### src/rtl/sobel_mag_pkg.sv
// rtl/sobel_mag_pkg.sv - shared widths, saturation constant and scheduler states
package sobel_mag_pkg;

  localparam int DW = 8;
  localparam int RW = 2 * DW;
  localparam logic [RW-1:0] SAT_MAX = 16'hFFFF;

  typedef enum logic [2:0] {
    ST_IDLE = 3'd0,
    ST_SQX  = 3'd1,
    ST_SQY  = 3'd2,
    ST_ROOT = 3'd3,
    ST_DONE = 3'd4
  } state_t;

endpackage

### src/rtl/sobel_sq_sum.sv
// rtl/sobel_sq_sum.sv - shared 8x8 squarer, accumulator and saturating sum register
module sobel_sq_sum
  import sobel_mag_pkg::*;
(
  input  logic          clk,
  input  logic          rst,
  input  logic          sq_x_en,
  input  logic          sq_y_en,
  input  logic [DW-1:0] gx,
  input  logic [DW-1:0] gy,
  output logic [RW-1:0] r_reg,
  output logic          sat
);

  logic [DW-1:0] op;
  logic [RW-1:0] prod;
  logic [RW:0]   sum;
  logic [RW-1:0] acc_d, acc_q;
  logic [RW-1:0] r_d, r_q;

  assign op    = sq_y_en ? gy : gx;
  assign prod  = op * op;
  assign sum   = {1'b0, acc_q} + {1'b0, prod};
  assign sat   = sq_y_en & sum[RW];
  assign r_reg = r_q;

  always_comb begin
    acc_d = acc_q;
    r_d   = r_q;
    if (sq_x_en) acc_d = prod;
    if (sq_y_en) r_d = sum[RW] ? SAT_MAX : sum[RW-1:0];
  end

  always_ff @(posedge clk or posedge rst) begin
    if (rst) begin
      acc_q <= '0;
      r_q   <= '0;
    end else begin
      acc_q <= acc_d;
      r_q   <= r_d;
    end
  end

endmodule

### src/rtl/squareroot_AHSQR_k12.sv
// rtl/squareroot_AHSQR_k12.sv - combinational 16-bit to 8-bit square-root unit
module squareroot_AHSQR_k12 (
  input  logic [15:0] R,
  output logic [7:0]  final_op
);

  logic [17:0] rem;
  logic [17:0] trial;
  logic [7:0]  root;

  // Digit-by-digit root: consumes two radicand bits per result bit, MSB first.
  always_comb begin
    rem   = '0;
    trial = '0;
    root  = '0;
    for (int i = 7; i >= 0; i--) begin
      rem   = {rem[15:0], R[2*i +: 2]};
      trial = {8'd0, root, 2'b01};
      if (rem >= trial) begin
        rem  = rem - trial;
        root = {root[6:0], 1'b1};
      end else begin
        root = {root[6:0], 1'b0};
      end
    end
    final_op = root;
  end

endmodule

### src/rtl/sobel_mag_scheduler.sv
// rtl/sobel_mag_scheduler.sv - time-shares one squarer to form sqrt(Gx^2+Gy^2) and an edge bit
module sobel_mag_scheduler
  import sobel_mag_pkg::*;
(
  input  logic          clk,
  input  logic          rst,
  input  logic          in_valid,
  output logic          in_ready,
  input  logic [DW-1:0] in_gx,
  input  logic [DW-1:0] in_gy,
  input  logic [DW-1:0] in_thresh,
  output logic          out_valid,
  input  logic          out_ready,
  output logic [DW-1:0] out_mag,
  output logic          out_edge,
  output logic          busy,
  output logic          sat_flag
);

  state_t        state_d, state_q;
  logic [DW-1:0] gx_d, gx_q, gy_d, gy_q, thresh_d, thresh_q;
  logic [DW-1:0] out_mag_d, out_mag_q;
  logic          out_edge_d, out_edge_q;
  logic          out_valid_d, out_valid_q;
  logic          sat_flag_d, sat_flag_q;
  logic          accept;
  logic [RW-1:0] r_reg;
  logic          sat;
  logic [DW-1:0] root;

  sobel_sq_sum u_sq_sum (
    .clk     (clk),
    .rst     (rst),
    .sq_x_en (state_q == ST_SQX),
    .sq_y_en (state_q == ST_SQY),
    .gx      (gx_q),
    .gy      (gy_q),
    .r_reg   (r_reg),
    .sat     (sat)
  );

  squareroot_AHSQR_k12 u_root (
    .R        (r_reg),
    .final_op (root)
  );

  assign in_ready  = (state_q == ST_IDLE) | ((state_q == ST_DONE) & out_ready);
  assign accept    = in_valid & in_ready;
  assign busy      = (state_q != ST_IDLE);
  assign out_valid = out_valid_q;
  assign out_mag   = out_mag_q;
  assign out_edge  = out_edge_q;
  assign sat_flag  = sat_flag_q;

  always_comb begin
    state_d     = state_q;
    gx_d        = gx_q;
    gy_d        = gy_q;
    thresh_d    = thresh_q;
    out_mag_d   = out_mag_q;
    out_edge_d  = out_edge_q;
    out_valid_d = out_valid_q;
    sat_flag_d  = sat_flag_q | sat;
    // accept can only fire in IDLE or in DONE with the consumer taking the result
    if (accept) begin
      gx_d     = in_gx;
      gy_d     = in_gy;
      thresh_d = in_thresh;
    end
    case (state_q)
      ST_IDLE: if (accept) state_d = ST_SQX;
      ST_SQX:  state_d = ST_SQY;
      ST_SQY:  state_d = ST_ROOT;
      ST_ROOT: begin
        out_mag_d   = root;
        out_edge_d  = (root >= thresh_q);
        out_valid_d = 1'b1;
        state_d     = ST_DONE;
      end
      ST_DONE: begin
        if (out_ready) begin
          out_valid_d = 1'b0;
          state_d     = accept ? ST_SQX : ST_IDLE;
        end
      end
      default: state_d = ST_IDLE;
    endcase
  end

  always_ff @(posedge clk or posedge rst) begin
    if (rst) begin
      state_q     <= ST_IDLE;
      gx_q        <= '0;
      gy_q        <= '0;
      thresh_q    <= '0;
      out_mag_q   <= '0;
      out_edge_q  <= 1'b0;
      out_valid_q <= 1'b0;
      sat_flag_q  <= 1'b0;
    end else begin
      state_q     <= state_d;
      gx_q        <= gx_d;
      gy_q        <= gy_d;
      thresh_q    <= thresh_d;
      out_mag_q   <= out_mag_d;
      out_edge_q  <= out_edge_d;
      out_valid_q <= out_valid_d;
      sat_flag_q  <= sat_flag_d;
    end
  end

endmodule

### config.mk
export PLATFORM = sky130hd
export DESIGN_NAME = sobel_mag_scheduler
export DESIGN_NICKNAME = d
export VERILOG_FILES = /design/src/rtl/sobel_mag_pkg.sv /design/src/rtl/sobel_sq_sum.sv /design/src/rtl/squareroot_AHSQR_k12.sv /design/src/rtl/sobel_mag_scheduler.sv
export SDC_FILE = /design/constraint.sdc
export NUM_CORES = 1
export LEC_CHECK = 0
export BUFFER_PORTS_ARGS = -buffer_cell sky130_fd_sc_hd__buf_2
export CAP_MARGIN = 20
export CORE_MARGIN = 2
export CORE_UTILIZATION = 48
export CTS_BUF_LIST = sky130_fd_sc_hd__clkbuf_2
export CTS_CLUSTER_SIZE = 12
export DETAILED_ROUTE_END_ITERATION = 8
export PLACE_DENSITY = 0.77
export SLEW_MARGIN = 20
export SYNTH_ARGS = -nofsm -noshare
export SYNTH_HDL_FRONTEND = slang
export SYNTH_SLANG_ARGS = --single-unit
### constraint.sdc
create_clock -name clk -period 21.2 [get_ports clk]
set_clock_uncertainty 0.1 [all_clocks]
set_input_delay 2.12 -clock clk [delete_from_list [all_inputs] [get_ports clk]]
set_output_delay 2.12 -clock clk [all_outputs]
set_load 0.03 [all_outputs]
; ---- After elaboration in Yosys (flattened, before gate mapping)
; Index checks and enable logic that the tools add are counted.
[classes]
mux = 23
n_bitwise = 5
eq_ne = 6
multipliers = 1
add_sub_neg = 8
n_lt_le_gt_ge = 9
reduce_logical = 5
[ops]
columns = op, n
row1 = $mux W16, 8
row2 = $ge A18 B3 Y1, 1
row3 = $ge A18 B4 Y1, 1
row4 = $ge A18 B5 Y1, 1
row5 = $ge A18 B6 Y1, 1
row6 = $ge A18 B7 Y1, 1
row7 = $ge A18 B8 Y1, 1
row8 = $ge A18 B9 Y1, 1
row9 = $add A16 B16 Y17, 1
row10 = $mul A8 B8 Y16, 1
row11 = $sub A16 B3 Y16, 1
row12 = $sub A16 B4 Y16, 1
row13 = $sub A16 B5 Y16, 1
row14 = $sub A16 B6 Y16, 1
row15 = $sub A16 B7 Y16, 1
row16 = $sub A16 B8 Y16, 1
row17 = $pmux W3 S5, 1
row18 = $mux W1, 10
row19 = $ge A8 B8 Y1, 1
row20 = $mux W8, 1
row21 = $eq A3 B2 Y1 const B, 2
row22 = $mux W3, 2
row23 = $ne A2 B2 Y1 const B, 2
row24 = $reduce_and A2 Y1, 2
row25 = other kinds (10), 13
[word_totals]
register_bits = 70
elab_cells = 67

; ---- Logic depth before layout (Yosys ltp)
[logic_depth]
depth_word = 17
mapped_depth = 90
mapped_depth_nobuf = 80

; ---- Cells and area by module
; A second synthesis with hierarchy kept.
[unflattened]
cells_unflattened = 1029
hier_area_um2 = 8933.6
[modules_own_cells]
columns = mod, cells_each, area_each_um2, seq_area_each_um2, n_inst
row1 = sobel_sq_sum, 404, 3639.7, 775.7, 1
row2 = squareroot_AHSQR_k12, 503, 3547.2, 0.0, 1
row3 = sobel_mag_scheduler, 122, 1746.7, 950.9, 1

; ---- Worst setup path after synthesis
; No wires, ideal clock.
[synth_timing]
path_kind = flip-flop to flip-flop
start = register u_sq_sum.r_q[12] (netlist: u_sq_sum.r_reg[12])
end = register out_edge_q (netlist: out_edge)
setup_time_ns = 0.136
arrival_ns = 14.847
path_stages_with_launch = 83
t_required_ns = 20.964
synth_period_minus_slack_ns = 15.083
slack_ns = 6.117
cell_sequence = dfrtp_1 inv_1 ha_1 buf_4 or3b_1 buf_4 nand2_8 ha_1 buf_1 or4_1 a221oi_4 nor4_4 buf_6 nor2_1 xnor2_1 ha_1 buf_1 nand2_1 [47 not listed] o21ai_0 a21oi_1 a2111oi_0 nand2b_1 a211o_1 nor4_2 ha_1 nand2b_1 a21oi_1 nor2b_1 o21ai_0 nand2b_1 a21oi_1 nor2b_1 o21ai_0 nand2b_1 a21oi_1 o21ai_0
[synth_between]
elab_chain_cells = 15
[synth_lines]
columns = item, line
row1 = "start, declared", sobel_sq_sum.sv:19  ; logic [RW-1:0] r_d, r_q;
row2 = "start signal, assigned", sobel_sq_sum.sv:40  ; r_q <= r_d;
row3 = $sub A16 B3 Y16 or $ge A18 B3 Y1 (tied branches), "squareroot_AHSQR_k12.sv:20, squareroot_AHSQR_k12.sv:19"
row4 = $mux W16 or $mux W1 (tied branches), squareroot_AHSQR_k12.sv:19  ; if (rem >= trial) begin
row5 = $sub A16 B4 Y16 or $ge A18 B4 Y1 (tied branches), "squareroot_AHSQR_k12.sv:20, squareroot_AHSQR_k12.sv:19"
row6 = $mux W16 or $mux W1 (tied branches), squareroot_AHSQR_k12.sv:19
row7 = $sub A16 B5 Y16 or $ge A18 B5 Y1 (tied branches), "squareroot_AHSQR_k12.sv:20, squareroot_AHSQR_k12.sv:19"
row8 = $mux W16 or $mux W1 (tied branches), squareroot_AHSQR_k12.sv:19
row9 = $ge A18 B6 Y1 *, squareroot_AHSQR_k12.sv:19
row10 = $mux W1 *, squareroot_AHSQR_k12.sv:19
row11 = net root[3], sobel_mag_scheduler.sv:29  ; logic [DW-1:0] root;
row12 = $ge A18 B7 Y1 *, squareroot_AHSQR_k12.sv:19
row13 = $mux W1 *, squareroot_AHSQR_k12.sv:19
row14 = net root[2], sobel_mag_scheduler.sv:29
row15 = $sub A16 B8 Y16 or $ge A18 B8 Y1 (tied branches), "squareroot_AHSQR_k12.sv:20, squareroot_AHSQR_k12.sv:19"
row16 = $mux W16 or $mux W1 (tied branches), squareroot_AHSQR_k12.sv:19
row17 = $ge A18 B9 Y1, squareroot_AHSQR_k12.sv:19
row18 = $mux W1, squareroot_AHSQR_k12.sv:19
row19 = $ge A8 B8 Y1 *, sobel_mag_scheduler.sv:76  ; out_edge_d = (root >= thresh_q);
row20 = "end signal, assigned", sobel_mag_scheduler.sv:106  ; out_edge_q <= out_edge_d;
row21 = "end, declared", sobel_mag_scheduler.sv:23  ; logic out_edge_d, out_edge_q;
; The timed path passes the listed nets; every way through them passes the cells marked *.
; A chain may end at the register's enable or synchronous reset.

; ---- Worst setup path in the final report
[layout_timing]
start = register u_sq_sum.r_q[12] (netlist: u_sq_sum.r_reg[12])
end = register out_edge_q (netlist: out_edge)
[layout_between]
elab_chain_cells = 15
[layout_lines]
columns = item, line
row1 = $ge A18 B3 Y1 *, squareroot_AHSQR_k12.sv:19
row2 = $mux W1 *, squareroot_AHSQR_k12.sv:19
row3 = net root[6], sobel_mag_scheduler.sv:29
row4 = $sub A16 B4 Y16 or $ge A18 B4 Y1 (tied branches), "squareroot_AHSQR_k12.sv:20, squareroot_AHSQR_k12.sv:19"
row5 = $mux W16 or $mux W1 (tied branches), squareroot_AHSQR_k12.sv:19
row6 = $sub A16 B5 Y16 or $ge A18 B5 Y1 (tied branches), "squareroot_AHSQR_k12.sv:20, squareroot_AHSQR_k12.sv:19"
row7 = $mux W16 or $mux W1 (tied branches), squareroot_AHSQR_k12.sv:19
row8 = $sub A16 B6 Y16 or $ge A18 B6 Y1 (tied branches), "squareroot_AHSQR_k12.sv:20, squareroot_AHSQR_k12.sv:19"
row9 = $mux W16 or $mux W1 (tied branches), squareroot_AHSQR_k12.sv:19
row10 = $sub A16 B7 Y16 or $ge A18 B7 Y1 (tied branches), "squareroot_AHSQR_k12.sv:20, squareroot_AHSQR_k12.sv:19"
row11 = $mux W16 or $mux W1 (tied branches), squareroot_AHSQR_k12.sv:19
row12 = $sub A16 B8 Y16 or $ge A18 B8 Y1 (tied branches), "squareroot_AHSQR_k12.sv:20, squareroot_AHSQR_k12.sv:19"
row13 = $mux W16 or $mux W1 (tied branches), squareroot_AHSQR_k12.sv:19
row14 = $ge A18 B9 Y1, squareroot_AHSQR_k12.sv:19
row15 = $mux W1, squareroot_AHSQR_k12.sv:19
row16 = $ge A8 B8 Y1 *, sobel_mag_scheduler.sv:76
; Marks and branches as above.

==> flow_summary.ini <==
[global_route]
grt_first_pass_wirelength_um = 34600
grt_usage_pct = 23.3
grt_pass1_vias = 7261
grt_overflow_total = 0
grt_start_max_net_pins = 70
antenna_found_initial = 1

[setup_path]
crit_end = out_edge
required_ns = 21.52
startpoint = u_sq_sum.r_reg[12]
worstPathMaxFanout = 19
cpMostUsedCell = a21oi_1
crit_slowest_cell = a2111oi_0
endpoint_kind = flop
r2r_cells = 76
startpoint_type = flop
critPathArrivalTime_ns = 17.58
criticalPathCategory = reg -> reg
r2r-end = out_edge
r2r_start = u_sq_sum.r_reg[12]
cpPeakStageDelay_ns = 0.59
r2r_setup_slack_ns = 3.94

[cts]
root_buffer = clkbuf_2
cts_inserted_buffers = 9
hold_buffers = 0
cts_tree = done
clock_path_buffers = 2
cts.sinks = 69
cts_max_level = 3
clkTransAtPathRegs_ns = 0.23
post_cts_buffers = 0
cts_resized = 0
clkLatencyLatePin_ns = 0.57

[timing]
relSlewSlack_pct = 39.4
timing.setup.tns_ns = 0
clock.fmax_ghz = 0.0579
fin_crit_sh_pct = 81.4
hold_viol_final = 0
drv_slew = 0
rsz0062_at_grt = false
tightest_slew_ns = 0.900
finalCriticalPeriod_ns = 17.26
finalSetupViolations = 0

[place]
gp_congestion = 0.966
io_buffers = 40
dp_hpwl_um = 16600

[logic_synthesis]
seq_area_frac_synth_pct = 20.6
synth.distinct_cells = 86
syn_avg_cell_area_um2 = 8.50
synthFlopType = dfrtp_1
syn_inst = 988
synth.most_common_cell = ha_1
synth_edf_count = 0
ys_top_cells_by_area = dfrtp_1 (21%), ha_1 (14%), mux2_2 (6.0%)
synth_common_cells = ha_1 (92), inv_1 (85), a21oi_1 (72), nor2_1 (72)
ys_async_sr_fraction_pct = 100
ys_warn_count = 0
synth_top_area_share_pct = 20.6
yosysTopAreaCell = dfrtp_1
synth_area_um2 = 8400
synth_seq_cells = 69

[die]
fp.dieW_um = 136
ios = 41
initial_core_util_pct = 48.9
die-height_um = 136
core.rowCount = 48
core-area_um2 = 17200
dieArea_um2 = 18600

[cells_and_area]
largest_reg_flops = 16
multi_input_area_um2 = 6200
fillers = 1647
fin_nets = 1160
area.sequential_um2 = 1730
area_delta_synth_final_pct = 6.70
utilization_pct = 52.2
post_route_cells_drive_above_1_share_pct = 14.0

[routing]
drcViolationCount = 0
wirelength_um = 20800
drt_iter0_markers = 501
ant_nets = 0
vias = 7442
wl_per_cell_um = 16.7
dr.pass1.iters = 5
vias_per_cell = 5.97

[job]
drv_cap = 0

[worst_hold_path]
worstHoldPathType = reg -> reg

[run_status]
status = complete, no violations
-- area by class of cell --
| type | instances | share of cell area [%] |
|---|---|---|
| multi-input combinational | 799 | 69.1 |
| antenna | 1 | 0.0279 |
| timing repair buffer | 48 | 2.90 |
| inverter | 88 | 3.71 |
| clock inverter | 6 | 1.24 |
| clock buffer | 10 | 0.558 |
| tap | 225 | 3.14 |
| sequential | 69 | 19.3 |
-- metal layers --
layer  part of all wire [%]  GRT usage, %
met5                      0             0
met4                    3.9          10.8
met3                    4.8          2.80
met2                     48          39.5
met1                     43          29.7
-- worst min path at each step --
stage                            from                end  slack, ns  cells after the start
finish                     out_mag[7]         out_mag[7]       0.41                      2
global route                 sat_flag           sat_flag       0.44                      1
CTS                        out_mag[7]         out_mag[7]       0.42                      2
detailed placement         out_mag[7]         out_mag[7]       0.37                      2
global placement           out_mag[7]         out_mag[7]       0.36                      2
floorplan           u_sq_sum.acc_q[2]  u_sq_sum.acc_q[2]       0.36                      2
-- cell usage in the layout, fill, tap and decap left out, types with 17 or more instances in the layout --
master	count
a21oi_1	72
buf_2	40
dfrtp_1	69
fa_1	25
ha_1	92
inv_1	84
mux2_2	45
mux2i_1	17
nand2_1	68
nand2b_1	18
nand3_1	19
nor2_1	72
nor3_1	35
o21a_1	24
o21ai_0	42
xnor2_1	33
xor2_1	17
-- critical path, delay by kind of cell, from the launching register on --
| kind | cells | cell delay, ns |
|---|---|---|
| and+or+nand+nor | 33 | 6.93 |
| DFF | 1 | 0.52 |
| AOI/OAI and AO/OA | 26 | 5.34 |
| muxes | 1 | 0.23 |
| xor gates and xnor gates | 1 | 0.13 |
| adders and majority gates | 8 | 2.60 |
| buffers and inverters | 7 | 1.25 |
-- logic make-up after synthesis --
family	synth area share (%)
DFF	20.6
and+or+nand+nor	19.1
muxes	8.06
AOI/OAI and AO/OA	21.6
xor gates and xnor gates	5.21
buffers and inverters	5.74
adders and majority gates	19.7
other	0.0446
-- metrics by stage --
step                      hold WS [ns]  cell area, µm²  cells  setup WS (ns)
final                            0.411            8960   1246           3.94
after floorplan                  0.355            8400    989           6.12
after CTS                        0.416            8960   1245           4.22
after global routing             0.439            8960   1246           2.42
after detailed placement         0.372            8800   1229           4.29
after global placement           0.363            8800   1229           4.86
Power is left out: the tool's default activity adds up to more than one toggle a clock period on the data nets, which glitch-free logic cannot reach.
